**config.mk**
```make
export PLATFORM = sky130hd
export DESIGN_NAME = adsr_env_flat
export DESIGN_NICKNAME = d
export VERILOG_FILES = /design/src/rtl/adsr_env_if.sv /design/src/rtl/adsr_env.sv /design/src/flat_wrapper.sv
export SDC_FILE = /design/constraint.sdc
export NUM_CORES = 1
export LEC_CHECK = 0
export CORE_ASPECT_RATIO = 0.6
export CORE_MARGIN = 2
export CORE_UTILIZATION = 40
export DETAILED_ROUTE_END_ITERATION = 7
export HOLD_SLACK_MARGIN = 0.1
export PLACE_DENSITY = 0.62
export SLEW_MARGIN = 20
export SYNTH_ARGS = -nofsm -noshare
export SYNTH_HDL_FRONTEND = slang
export SYNTH_SLANG_ARGS = --single-unit
export TNS_END_PERCENT = 5
```
**constraint.sdc**
```tcl
create_clock -name clk -period 8.55 [get_ports clk]
set_clock_uncertainty 0.05 [all_clocks]
set_input_delay 1.71 -clock clk [delete_from_list [all_inputs] [get_ports clk]]
set_output_delay 1.71 -clock clk [all_outputs]
set_load 0.005 [all_outputs]
```
**src/rtl/adsr_env_if.sv**
```systemverilog
`default_nettype none
// ============================================================================
//  Module   : adsr_env_if
//  Brief    : Gate/time/NCO/level signal bundle between voice logic and adsr_env
//  Revision : 1.0  initial release
// ============================================================================
interface adsr_env_if #(
    parameter int W = 7
);
    logic         gate;
    logic [W-1:0] attack_time;
    logic [W-1:0] decay_time;
    logic [W-1:0] sustain_level;
    logic [W-1:0] release_time;
    logic [W-1:0] env_scale;
    logic         env_ovflow;
    logic         env_dv;
    logic [W-1:0] env_time;
    logic         nco_rst;
    logic [W-1:0] env_level;
    logic         env_level_dv;
    logic         env_active;

    modport master (
        output gate, attack_time, decay_time, sustain_level, release_time,
        output env_scale, env_ovflow, env_dv,
        input  env_time, nco_rst, env_level, env_level_dv, env_active
    );

    modport slave (
        input  gate, attack_time, decay_time, sustain_level, release_time,
        input  env_scale, env_ovflow, env_dv,
        output env_time, nco_rst, env_level, env_level_dv, env_active
    );
endinterface
`default_nettype wire

```
**src/rtl/adsr_env.sv**
```systemverilog
`default_nettype none
// ============================================================================
//  Module   : adsr_env
//  Brief    : ADSR envelope sequencer driving an NCO ramp, one level per sample
//  Revision : 1.0  initial release
// ============================================================================
module adsr_env #(
    parameter int W = 7
) (
    input  wire logic  clk,
    input  wire logic  rst,
    adsr_env_if.slave  bus
);
    localparam logic [2:0]   c_IDLE    = 3'd0;
    localparam logic [2:0]   c_ATTACK  = 3'd1;
    localparam logic [2:0]   c_DECAY   = 3'd2;
    localparam logic [2:0]   c_SUSTAIN = 3'd3;
    localparam logic [2:0]   c_RELEASE = 3'd4;
    localparam int           c_W2      = 2 * W;
    localparam logic [W-1:0] c_MAX     = {W{1'b1}};

    logic         r_gate_q;
    logic [2:0]   r_state;
    logic [2:0]   w_next_state;
    logic         w_gate_move;
    logic         r_nco_rst;
    logic [W-1:0] r_level;
    logic [W-1:0] w_level_nxt;
    logic [W-1:0] r_rel_start;
    logic         r_level_dv;
    logic         w_rise;
    logic         w_fall;
    logic         w_dv;
    logic         w_seg_end;
    logic [W-1:0] w_dec_span;
    logic [c_W2-1:0] w_dec_prod;
    logic [c_W2-1:0] w_rel_prod;

    assign w_rise    = bus.gate & ~r_gate_q;
    assign w_fall    = ~bus.gate & r_gate_q;
    // The NCO is being restarted during the pulse cycle, so its strobe is stale.
    assign w_dv      = bus.env_dv & ~r_nco_rst;
    assign w_seg_end = w_dv & bus.env_ovflow;

    assign w_dec_span = c_MAX - bus.sustain_level;
    assign w_dec_prod = c_W2'(w_dec_span) * c_W2'(bus.env_scale);
    assign w_rel_prod = c_W2'(r_rel_start) * c_W2'(bus.env_scale);

    always_comb begin
        w_next_state = r_state;
        w_gate_move  = 1'b0;
        case (r_state)
            c_IDLE: begin
                if (w_rise) begin
                    w_next_state = c_ATTACK;
                    w_gate_move  = 1'b1;
                end
            end
            c_ATTACK: begin
                if (w_fall) begin
                    w_next_state = c_RELEASE;
                    w_gate_move  = 1'b1;
                end else if (w_seg_end) begin
                    w_next_state = c_DECAY;
                end
            end
            c_DECAY: begin
                if (w_fall) begin
                    w_next_state = c_RELEASE;
                    w_gate_move  = 1'b1;
                end else if (w_seg_end) begin
                    w_next_state = c_SUSTAIN;
                end
            end
            c_SUSTAIN: begin
                if (w_fall) begin
                    w_next_state = c_RELEASE;
                    w_gate_move  = 1'b1;
                end
            end
            c_RELEASE: begin
                if (w_rise) begin
                    w_next_state = c_ATTACK;
                    w_gate_move  = 1'b1;
                end else if (w_seg_end) begin
                    w_next_state = c_IDLE;
                end
            end
            default: w_next_state = c_IDLE;
        endcase
    end

    // Segment end snaps to the exact target so rounding never leaves a residue.
    always_comb begin
        w_level_nxt = r_level;
        case (r_state)
            c_ATTACK:  w_level_nxt = bus.env_ovflow ? c_MAX : bus.env_scale;
            c_DECAY:   w_level_nxt = bus.env_ovflow ? bus.sustain_level
                                                    : c_MAX - w_dec_prod[c_W2-1:W];
            c_SUSTAIN: w_level_nxt = bus.sustain_level;
            c_RELEASE: w_level_nxt = bus.env_ovflow ? '0
                                                    : r_rel_start - w_rel_prod[c_W2-1:W];
            default:   w_level_nxt = '0;
        endcase
    end

    always_ff @(posedge clk) begin
        if (rst) begin
            r_gate_q    <= 1'b0;
            r_state     <= c_IDLE;
            r_nco_rst   <= 1'b0;
            r_level     <= '0;
            r_rel_start <= '0;
            r_level_dv  <= 1'b0;
        end else begin
            r_gate_q   <= bus.gate;
            r_state    <= w_next_state;
            r_nco_rst  <= (w_next_state != r_state) &&
                          ((w_next_state == c_ATTACK) || (w_next_state == c_DECAY) ||
                           (w_next_state == c_RELEASE));
            r_level_dv <= w_dv;
            if (w_dv && !w_gate_move) begin
                r_level <= w_level_nxt;
            end
            if ((w_next_state == c_RELEASE) && (r_state != c_RELEASE)) begin
                r_rel_start <= r_level;
            end
        end
    end

    always_comb begin
        case (r_state)
            c_ATTACK:  bus.env_time = bus.attack_time;
            c_DECAY:   bus.env_time = bus.decay_time;
            c_RELEASE: bus.env_time = bus.release_time;
            default:   bus.env_time = '0;
        endcase
    end

    assign bus.nco_rst      = r_nco_rst;
    assign bus.env_level    = r_level;
    assign bus.env_level_dv = r_level_dv;
    assign bus.env_active   = (r_state != c_IDLE);
endmodule
`default_nettype wire

```
**src/flat_wrapper.sv**
```systemverilog
// flat-port wrapper written by rule: the top's interface ports become plain ports
module adsr_env_flat 
#(
    parameter int W = 7
)
  (clk, rst, bus_gate, bus_attack_time, bus_decay_time, bus_sustain_level, bus_release_time, bus_env_scale, bus_env_ovflow, bus_env_dv, bus_env_time, bus_nco_rst, bus_env_level, bus_env_level_dv, bus_env_active);
  adsr_env_if #(.W(W)) bus_i ();
  input  wire logic clk;
  input  wire logic rst;
  input wire logic [$bits(bus_i.gate)-1:0] bus_gate;
  input wire logic [$bits(bus_i.attack_time)-1:0] bus_attack_time;
  input wire logic [$bits(bus_i.decay_time)-1:0] bus_decay_time;
  input wire logic [$bits(bus_i.sustain_level)-1:0] bus_sustain_level;
  input wire logic [$bits(bus_i.release_time)-1:0] bus_release_time;
  input wire logic [$bits(bus_i.env_scale)-1:0] bus_env_scale;
  input wire logic [$bits(bus_i.env_ovflow)-1:0] bus_env_ovflow;
  input wire logic [$bits(bus_i.env_dv)-1:0] bus_env_dv;
  output wire logic [$bits(bus_i.env_time)-1:0] bus_env_time;
  output wire logic [$bits(bus_i.nco_rst)-1:0] bus_nco_rst;
  output wire logic [$bits(bus_i.env_level)-1:0] bus_env_level;
  output wire logic [$bits(bus_i.env_level_dv)-1:0] bus_env_level_dv;
  output wire logic [$bits(bus_i.env_active)-1:0] bus_env_active;
  assign bus_i.gate = bus_gate;
  assign bus_i.attack_time = bus_attack_time;
  assign bus_i.decay_time = bus_decay_time;
  assign bus_i.sustain_level = bus_sustain_level;
  assign bus_i.release_time = bus_release_time;
  assign bus_i.env_scale = bus_env_scale;
  assign bus_i.env_ovflow = bus_env_ovflow;
  assign bus_i.env_dv = bus_env_dv;
  assign bus_env_time = bus_i.env_time;
  assign bus_nco_rst = bus_i.nco_rst;
  assign bus_env_level = bus_i.env_level;
  assign bus_env_level_dv = bus_i.env_level_dv;
  assign bus_env_active = bus_i.env_active;
  adsr_env #(.W(W)) u_core (.clk(clk), .rst(rst), .bus(bus_i));
endmodule
```
======== Word-level counts from Yosys, hierarchy flattened ========
Index checks and enable logic that the tools add are counted.
storage, ports and cells
  input port bits ......................... 40
  output and inout port bits .............. 17
  register bits ........................... 20
  word-level logic and storage cells ...... 54
operators by class
  multiplexer cells ....................... 17
  bitwise gates (word level) .............. 7
  $mul .................................... 2
  reduce and logical (&&, ||, !) cells .... 10
  equality and inequality tests ........... 9
  add/subtract/negate cells ............... 3
operator list
  kind                   number
  $mul A7 B7 Y14         2
  $pmux W7 S4            1
  $mux W3                8
  $mux W7                3
  $pmux W7 S3            1
  $pmux W3 S5            1
  $sub A7 B7 Y7 const A  2
  $eq A3 B2 Y1 const B   3
  $sub A7 B7 Y7          1
  $eq A3 B1 Y1 const B   2
  $eq A3 B3 Y1 const B   2
  $and A1 B1 Y1          4
  $logic_and A1 B1 Y1    3
  $logic_not A3 Y1       1
  $ne A3 B3 Y1           1
  $ne A3 B3 Y1 const B   1
  $not A1 Y1             3
  $reduce_bool A3 Y1     1
  $reduce_or A3 Y1       1
  $logic_or A1 B1 Y1     2
  $mux W1                2
  $pmux W1 S2            1
  $reduce_or A2 Y1       1
  $logic_not A1 Y1       1

======== Depth between registers and ports, before layout ========
  depth after elaboration ................. 10
  mapped depth ............................ 24
  mapped depth without buffers ............ 23

======== Worst setup path before layout ========
OpenSTA, ideal clock, no wires.
  path type ............................... in2reg
  start ................................... in bus_env_scale[1]
  end ..................................... reg u_core.r_level[3] (netlist: u_core.bus.env_level[3])
  path slack .............................. 1.803 ns
  path buffers ............................ 1
  arrival time ............................ 6.565 ns
  data required time ...................... 8.368 ns
  setup time .............................. 0.132 ns
  stages on the path ...................... 23
  cell sequence ........................... clkbuf_1 -> and2_1 -> fa_1 -> inv_1 -> fa_1 -> inv_1 -> fa_1 -> inv_1 -> fa_1 -> inv_1 -> ha_1 -> nand3_1 -> nand2_1 -> a41oi_1 -> xnor2_1 -> inv_1 -> ha_1 -> nor2b_1 -> o21a_1 -> or3_1 -> a31o_2 -> a221oi_1 -> o21ai_0
between the ends
  longest elaborated chain between the ends .. 4
  elaborated cells between the ends (all ways) .. 7
  classes of those cells .................. 2 x add/sub; 2 x mul; 3 x mux
ends and longest elaborated chain
  item                               line                             source
  from (decl)                        flat_wrapper.sv:15               input wire logic [$bits(bus_i.env_scale)-1:0] bus_env_scale;
  $mul A7 B7 Y14 (on tied branches)  adsr_env.sv:47, adsr_env.sv:46
  $sub A7 B7 Y7 (on tied branches)   adsr_env.sv:102, adsr_env.sv:99
  $mux W7 (on tied branches)         adsr_env.sv:101, adsr_env.sv:98
  $pmux W7 S4 (*)                    adsr_env.sv:96                   case (r_state)
  to (signal assigned)               adsr_env.sv:123                  r_level <= w_level_nxt;
  to (decl)                          adsr_env.sv:27                   logic [W-1:0] r_level;
Every way passes the cells marked *; elsewhere a longest branch is shown, timed or not.
A chain may end at the register's enable or synchronous reset.

======== Worst setup path in the final report ========
Ends and elaborated chain as after synthesis.

==> results.json <==
{
  "drt_iter0_drc": 341,
  "cts_root_buf": "clkbuf_16",
  "multi_input_area_mm2": 0.00375,
  "synth_nets": 691,
  "cp_data_required_time_ps": 8600,
  "dp.cells": 717,
  "slew_viol_final": 0,
  "synthMuxAreaShare": 0.0179,
  "cp_num_cells": 22,
  "avgSynthCellArea_um2": 8.30,
  "synth_compound_area_frac": 0.157,
  "yosys.area_share.xor_xnor": 0.0294,
  "fillCellCount": 1020,
  "core_mm2": 0.0107,
  "antenna_left": 0,
  "synth_edf_count": 0,
  "cts_made_buffers": 3,
  "finalHoldViolCount": 0,
  "slew_headroom": 0.409,
  "finalCritPeriodShare": 0.875,
  "clkTransAtPathRegs_ps": 50,
  "grt_pass1_vias": 3931,
  "synth_flop_cell": "dfxtp_1",
  "cp.arrival_ps": 7540,
  "drtPass1Iterations": 5,
  "setup_viol": 0,
  "grt-ovfl-total": 0,
  "grt_use_total": 0.210,
  "cts_max_level": 1,
  "final_nets": 736,
  "hold_depth": 2,
  "rr_worst_depth": 21,
  "ys.warnings.count": 0,
  "rsz0062_at_grt": "no",
  "holdWs_ps": 512,
  "cts_tree": "yes",
  "via_count": 3851,
  "p_total_uw": 490,
  "synthToLayoutAreaGrowth_pct": 17.2,
  "cts_buffer_depth": 2,
  "tightest_slew_ps": 883,
  "port_buffers": 56,
  "final_cells": 722,
  "cp_cell_sequence": "clkdlybuf4s50_1 > and2_1 > fa_1 > inv_1 > fa_1 > inv_1 > fa_1 > inv_1 > fa_1 > inv_1 > ha_1 > nand3_1 > nand2_1 > a41oi_1 > o21bai_1 > a21oi_1 > xor2_1 > ha_1 > or3_1 > a31o_2 > a221oi_1 > o21ai_0",
  "synthSimpleGateAreaFrac": 0.239,
  "critPathBufInv": 5,
  "vias_per_cell": 5.33,
  "post_drt_wl_per_cell_um": 16.8,
  "max_stage_delay_ps": 680,
  "p_leak_uw": 0.00242,
  "ctsResizeCount": 0,
  "antenna_found_initial": 0,
  "critPathTopFamily": "adder cells",
  "die_area_mm2": 0.0120,
  "setup_tns_ps": 0,
  "yosysUniqueCellTypes": 55,
  "seq_area_frac_synth": 0.0897,
  "cap_violations": 0,
  "synthesis.area_mm2": 0.00446,
  "synthCells": 538,
  "initial_core_util": 0.417,
  "synth-seq-cells": 20,
  "startpoint_type": "primary input",
  "post_cts_buffers": 0,
  "postSynth.asyncResetShare": 0,
  "synth_top_family_by_area": "adder cells",
  "hold_path.class": "flop to flop",
  "rows": 29,
  "io_pins": 57,
  "grt_pass1_wl_um": 20400,
  "fmax_mhz": 134,
  "seq_area_um2": 400,
  "cp-end-kind": "flop",
  "worst_path_max_delay_cell": "clkdlybuf4s50_1",
  "hold_buffers": 0,
  "synthAdderAreaFrac": 0.396,
  "dieHeight_um": 85.8,
  "vdd_drop_max_mv": 0.0704,
  "drive_above_1_share": 0.0344,
  "clock-sinks": 20,
  "wl_um": 12100,
  "drcViolationCount": 0,
  "grt_max_degree": 27,
  "hpwl_um": 9630,
  "finalCriticalPeriod_ps": 7480,
  "path_class": "primary input to flop",
  "path_max_fanout": 15,
  "outcome": "finished, final reports clean",
  "stdcell_area_mm2": 0.00523,
  "gp_congestion": 0.922,
  "clk_latency_ps": 250,
  "postPlaceCellArea_mm2": 0.00514,
  "die_w_um": 140,
  "power_density_mw_per_mm2": 93.7
}
==> per-stage QoR <==
| stage | util | setup WS (ps) |
|---|---|---|
| after global placement | 0.480 | 950 |
| after CTS | 0.489 | 1080 |
| after detailed placement | 0.480 | 822 |
| after global routing | 0.489 | 689 |
| after floorplan | - | 1800 |
| final | 0.489 | 1070 |
==> worst paths after layout <==
| check | end | slack [ps] | start |
|---|---|---|---|
| max reg2reg | u_core.bus.env_level[3] | 2880 | u_core.r_rel_start[4] |
| min | u_core.r_rel_start[3] | 510 | u_core.bus.env_level[3] |
| min reg2reg | u_core.r_rel_start[3] | 510 | u_core.bus.env_level[3] |
| max | u_core.bus.env_level[3] | 1070 | bus_env_scale[1] |
==> synthesized netlist by cell type, types with 2 or more instances <==
cell type,n,share of area
nor3_1,6,0.0067
o21a_1,7,0.012
inv_1,61,0.051
dfxtp_1,20,0.090
o2111ai_1,2,0.0039
xnor2_1,11,0.022
and2_1,36,0.050
or2_2,3,0.0042
nand3_1,3,0.0034
clkbuf_1,17,0.014
o31ai_1,2,0.0034
nand3b_1,2,0.0034
xor2_1,4,0.0078
a211o_1,2,0.0039
a21o_1,3,0.0050
nor4_1,2,0.0028
fa_1,47,0.21
a21oi_1,21,0.024
nor2_1,24,0.020
o21ai_0,35,0.039
a31oi_1,3,0.0042
mux2i_1,8,0.018
or3_1,2,0.0028
a221oi_1,3,0.0059
nor4b_1,2,0.0039
nor2b_1,29,0.041
a22oi_1,9,0.015
nand2_1,47,0.040
nand2b_1,35,0.049
ha_1,66,0.18
o211ai_1,2,0.0034
==> power breakdown <==
part	internal, uW	switching [uW]	total [uW]
registers	96.3	5.97	102
logic	130	151	281
clock network	71.4	36.0	107
total	297	193	490
==> routing by layer <==
metal,part of all wire,track usage,up-vias
li1,-,-,1895
met1,0.52,0.325,1831
met2,0.42,0.320,115
met3,0.059,0.0285,10
met4,0.0057,0.0257,0
met5,0,0,-
==> cells by family after synthesis <==
kind of cell | count (synthesis)
XOR/XNOR | 15
AO/OA/AOI/OAI | 104
AND/OR/NAND/NOR | 197
multiplexers | 8
buffers and inverters | 81
flip-flops | 20
adder cells (fa/ha/maj) | 113
==> cell usage in the layout (no fill, tap or decap), types with 3 or more instances in the layout <==
cell	count
inv_1	61
a22oi_1	9
or2_2	3
dfxtp_1	20
a21o_1	3
xnor2_1	11
nor3_1	6
clkbuf_16	3
nand3_1	3
a221oi_1	3
nor2_1	24
a21oi_1	21
nand2_1	47
fa_1	47
mux2i_1	8
ha_1	66
and2_1	36
o21a_1	7
buf_4	4
a31oi_1	3
nor2b_1	29
xor2_1	4
o21ai_0	35
clkdlybuf4s50_1	56
nand2b_1	35
==> worst min-delay path, delay by kind of cell (launching register included) <==
| kind | cells | cell delay (ps) |
|---|---|---|
| flip-flops | 1 | 330 |
| multiplexers | 1 | 140 |
| AND/OR/NAND/NOR | 1 | 50 |
==> layout make-up <==
type	instances	area share
flip-flops and latches	20	0.0765
clock buffers	4	0.0170
well taps	139	0.0332
repair buffers	60	0.113
diodes	1	0.000478
multi-input cells	437	0.716
inverters	61	0.0437
==> registers in the layout (all words and copies together) (netlist names) <==
signal	cells
u_core.r_gate_q	1
u_core.bus.env_level_dv	1
u_core.r_rel_start	7
u_core.bus.nco_rst	1
u_core.bus.env_level	7
u_core.r_state	3
No activity file was read; power rests on OpenSTA's default activity.
